## config.mk

```make
export PLATFORM = sky130hd
export DESIGN_NAME = screen_rx
export DESIGN_NICKNAME = d
export VERILOG_FILES = /design/src/rtl/screen_rx.sv
export SDC_FILE = /design/constraint.sdc
export NUM_CORES = 1
export LEC_CHECK = 0
export ABC_AREA = 1
export CORE_ASPECT_RATIO = 1.5
export CORE_MARGIN = 8
export CORE_UTILIZATION = 45
export DETAILED_ROUTE_END_ITERATION = 10
export PLACE_DENSITY = 0.66
export SLEW_MARGIN = 15
export SYNTH_ARGS = -nofsm -noshare
export SYNTH_HDL_FRONTEND = slang
export SYNTH_SLANG_ARGS = --single-unit
```

## constraint.sdc

```tcl
create_clock -name clk -period 10.3 [get_ports clk]
set_input_delay 2.06 -clock clk [delete_from_list [all_inputs] [get_ports clk]]
set_output_delay 2.06 -clock clk [all_outputs]
set_load 0.01 [all_outputs]
```

## src/rtl/screen_rx.sv

```systemverilog
// screen_rx: rebuilds a 16x16 framebuffer from the serial row/column/latch LED-drive lines.
// Define SCREEN_RX_SYNC_EN to add 2-flop synchronizers when the transmitter runs on a foreign clock.
module screen_rx #(
  parameter int ROWS = 16,
  parameter int COLS = 16
) (
  input  logic            clk,
  input  logic            reset,
  input  logic            rclk,
  input  logic            rsdi,
  input  logic            cclk,
  input  logic            csdi,
  input  logic            le,
  input  logic            oeb,
  input  logic [3:0]      rd_row,
  output logic [COLS-1:0] rd_data,
  output logic            blank,
  output logic            frame_done,
  output logic [7:0]      row_err_cnt
);

  localparam int IdxW = $clog2(ROWS);
  localparam int CntW = $clog2(ROWS + 1);

  logic            w_rclk, w_rsdi, w_cclk, w_csdi, w_le, w_oeb;
  logic [2:0]      r_hist;
  logic            w_rclkRise, w_cclkRise, w_leRise;
  logic [ROWS-1:0] r_rowsr;
  logic [COLS-1:0] r_colsr;
  logic [COLS-1:0] r_fb [ROWS];
  logic [COLS-1:0] r_rdData;
  logic            r_blank;
  logic            r_frameDone;
  logic [7:0]      r_errCnt;
  logic [CntW-1:0] w_ones;
  logic [IdxW-1:0] w_idx;
  logic            w_oneHot;

`ifdef SCREEN_RX_SYNC_EN
  logic [5:0] r_sync1, r_sync2;

  // Every line goes through the same two stages so data stays aligned with its shift clock.
  always_ff @(posedge clk) begin
    if (!reset) begin
      r_sync1 <= '0;
      r_sync2 <= '0;
      r_hist  <= '0;
    end else begin
      r_sync1 <= {oeb, le, csdi, cclk, rsdi, rclk};
      r_sync2 <= r_sync1;
      r_hist  <= {r_sync2[4], r_sync2[2], r_sync2[0]};
    end
  end

  assign {w_oeb, w_le, w_csdi, w_cclk, w_rsdi, w_rclk} = r_sync2;
`else
  // Same-clock transmitter: the pins are the current sample and one flop holds the history.
  always_ff @(posedge clk) begin
    if (!reset) begin
      r_hist <= '0;
    end else begin
      r_hist <= {le, cclk, rclk};
    end
  end

  assign {w_oeb, w_le, w_csdi, w_cclk, w_rsdi, w_rclk} = {oeb, le, csdi, cclk, rsdi, rclk};
`endif

  assign w_rclkRise = w_rclk & ~r_hist[0];
  assign w_cclkRise = w_cclk & ~r_hist[1];
  assign w_leRise   = w_le   & ~r_hist[2];

  always_comb begin
    w_ones = '0;
    w_idx  = '0;
    for (int i = 0; i < ROWS; i++) begin
      if (r_rowsr[i]) begin
        w_ones = w_ones + CntW'(1);
        w_idx  = IdxW'(i);
      end
    end
  end

  assign w_oneHot = (w_ones == CntW'(1));

  // Commit reads the pre-shift register values, so a coincident shift edge lands only in the next commit.
  always_ff @(posedge clk) begin
    if (!reset) begin
      r_rowsr     <= '0;
      r_colsr     <= '0;
      r_rdData    <= '0;
      r_blank     <= 1'b1;
      r_frameDone <= 1'b0;
      r_errCnt    <= '0;
      for (int r = 0; r < ROWS; r++) begin
        r_fb[r] <= '0;
      end
    end else begin
      r_frameDone <= 1'b0;
      r_blank     <= w_oeb;
      r_rdData    <= r_fb[rd_row];
      if (w_rclkRise) begin
        r_rowsr <= {r_rowsr[ROWS-2:0], w_rsdi};
      end
      if (w_cclkRise) begin
        r_colsr <= {r_colsr[COLS-2:0], w_csdi};
      end
      if (w_leRise) begin
        if (w_oneHot) begin
          r_fb[w_idx] <= r_colsr;
          r_frameDone <= (w_idx == IdxW'(ROWS - 1));
        end else if (r_errCnt != 8'hFF) begin
          r_errCnt <= r_errCnt + 8'd1;
        end
      end
    end
  end

  assign rd_data     = r_rdData;
  assign blank       = r_blank;
  assign frame_done  = r_frameDone;
  assign row_err_cnt = r_errCnt;

endmodule

```

==> reports/qor.yml <==
synth_top_cell_area_share_pct: 49.8
fp.dieH_microns: 243
cts_buffer_depth: 3
yosys-top-cells-count: "256 x edfxtp_1, 222 x nor3_1, 180 x o21ai_0, 173 x nor2_1, 162 x nand2_1"
cts_setup_buffers: 0
switching_power_uw: 866
synth.most_common_cell: "edfxtp_1"
drv_cap: 0
n_antenna_cell: 0
skew_ns: 0.0236
slew_headroom_pct: 26.8
pwr-share-comb_pct: 16.7
ir_drop_v: 0.000150
power.share.clock_pct: 34.3
p_per_area_nw_per_um2: 177
dp_hpwl_microns: 26700
cts_resized: 0
hold_viol_final: 0
postCtsHoldBufs: 0
outcome: "completed"
cp-end-kind: "flop"
core_sq_um: 34100
cp_max_fo: 17
cp.arrival_ns: 9.47
sequentialPowerShare_pct: 49.0
worstMarginPinSlew_ns: 1.10
cts_root_buf: "clkbuf_16"
swShare_pct: 29.1
max_freq_mhz: 108
dpl_worst_slack_ns: 1.06
slowest_delay_ns: 0.74
first_iter_violations: 1062
final_area_sq_um: 16900
fin_hold_ws_ns: 0.503
seq_area_frac_synth_pct: 57.8
synth_area_sq_um: 15400
ys_ff_latch: 317
tns_ns: 0
synth_warnings: 0
port_buffers: 37
grt_max_degree: 82
route.detailed.drc: 0
vias_per_cell: 5.89
rows: 83
start_util_pct: 45.3
grt_usage_pct: 20.4
die_w_microns: 167
final_nets: 1606
ant_nets: 0
clock_sinks: 317
cts.clk_slew.worst_paths_ns: 0.06
grt_pass1_wl_microns: 65600
grt-ovfl-total: 0
area_delta_synth_final_pct: 9.32
ioPinCount: 38
numCtsBuffers: 29
worst-setup-path-type: "flop to flop"
synth_flop_cell: "edfxtp_1"
rsz0062_at_grt: "false"
antenna_found_initial: 1
dieArea_sq_um: 40600
p_int_uw: 2110
post-route-period-util_pct: 89.9
hold_path_class: "flop to flop"
synthTopCellsByArea: "edfxtp_1 50%, dfxtp_1 7.9%, nor3_1 7.2%"
synth_top_cell_by_area: "edfxtp_1"
synth-edff-count: 256
fin_crit_ns: 9.26
grt_pass1_vias: 11795
synthArstFlopShare_pct: 0
drv_slew: 0
cp-start-kind: "flop"
syn-num-nets: 1637
wire_per_inst_microns: 20.6
place_congestion: 0.843
critPathSlowestCell: "nand2_1"
post_dp_cell_area_sq_um: 16000
drive_gt1_share_pct: 8.63
timing.final.ws_setup_ns: 1.04
synthesis.instances: 1609
cpMostUsedCell: "nand2_1"
routed_wl_microns: 41800
clk_latency_ns: 0.57
ys_types: 41
worstPathRequired_ns: 10.51
postSynthAreaPerCell_sq_um: 9.59
power.leakage_uw: 0.00603
vias: 11928
dr.pass1.iters: 5
htreeDepth: 1
cts_tree: "built"
setup_viol: 0
[metrics by stage]
stage               cells  utilization (%)  power [uW]
global placement     1972             47.0        1970
finish               2025             49.5        2980
floorplan            1609                -        1830
detailed placement   1972             47.0        1980
CTS                  2025             49.5        2990
global route         2025             49.5        3090
[worst max-delay path, delay by kind of cell, from the launching register on]
family,cells,cell delay (ns)
flip-flops,1,0.35
AO/OA/AOI/OAI,2,0.25
AND/OR/NAND/NOR,30,4.01
adder cells (fa/ha/maj),14,3.87
buffers and inverters,5,0.37
[final cells by class]
cell class	count	area, sq um
Fill cell	3124	17200
Clock buffer	40	777
Inverter	114	429
Tap cell	425	532
Multi-Input combinational cell	1048	5540
Clock inverter	13	92.6
Sequential cell	317	8910
Timing Repair Buffer	68	586
[path summary, 6_finish.rpt]
check        startpoint  cells after the start  slack (ns)           to
min          r_rowsr[0]                      2        0.50   r_rowsr[1]
min reg2reg  r_rowsr[0]                      2        0.50   r_rowsr[1]
max          r_rowsr[1]                     51        1.04  r_fb[13][7]
max reg2reg  r_rowsr[1]                     51        1.04  r_fb[13][7]
[state kept, by name (all words and copies together) (netlist names)]
register / flops
blank: 1
frame_done: 1
r_colsr: 16
r_fb: 256
r_hist: 3
r_rowsr: 16
rd_data: 16
row_err_cnt: 8
[cells in the final DEF, fill, tap and decap left out, types with 17 or more instances in the layout]
cell / count
nand2_1: 160
clkbuf_16: 29
clkinv_1: 23
a21oi_1: 64
dfxtp_1: 61
buf_4: 32
nor3_1: 222
inv_1: 90
o21ai_0: 165
o211ai_1: 17
edfxtp_1: 256
clkdlybuf4s50_1: 33
nand2_2: 17
nor3_2: 20
o221ai_1: 48
nor2_1: 171
nand3_1: 70
[metal layers]
layer / part of all wire [%] / vias to the layer above / GRT usage (%)
met5: 0.031 / - / 0
met4: 5.4 / 2 / 11.4
met3: 6.8 / 101 / 2.32
met2: 51 / 432 / 36.6
met1: 37 / 5725 / 23.2
li1: - / 5668 / -
[power groups by stage]
stage	registers (uW)	logic, uW	clock network [uW]
global placement	1490	487	0
CTS	1460	497	1030
global route	1470	552	1080
floorplan	1490	340	0
finish	1460	499	1020
detailed placement	1490	496	0
[kinds of logic after synthesis]
group                    after synthesis  synth area share, %
AO/OA/AOI/OAI                        332                 12.4
XOR/XNOR                               6                0.341
adder cells (fa/ha/maj)               16                 1.30
buffers and inverters                244                 6.45
flip-flops                           317                 57.8
AND/OR/NAND/NOR                      694                 21.7
No activity file was read; power rests on OpenSTA's default activity.
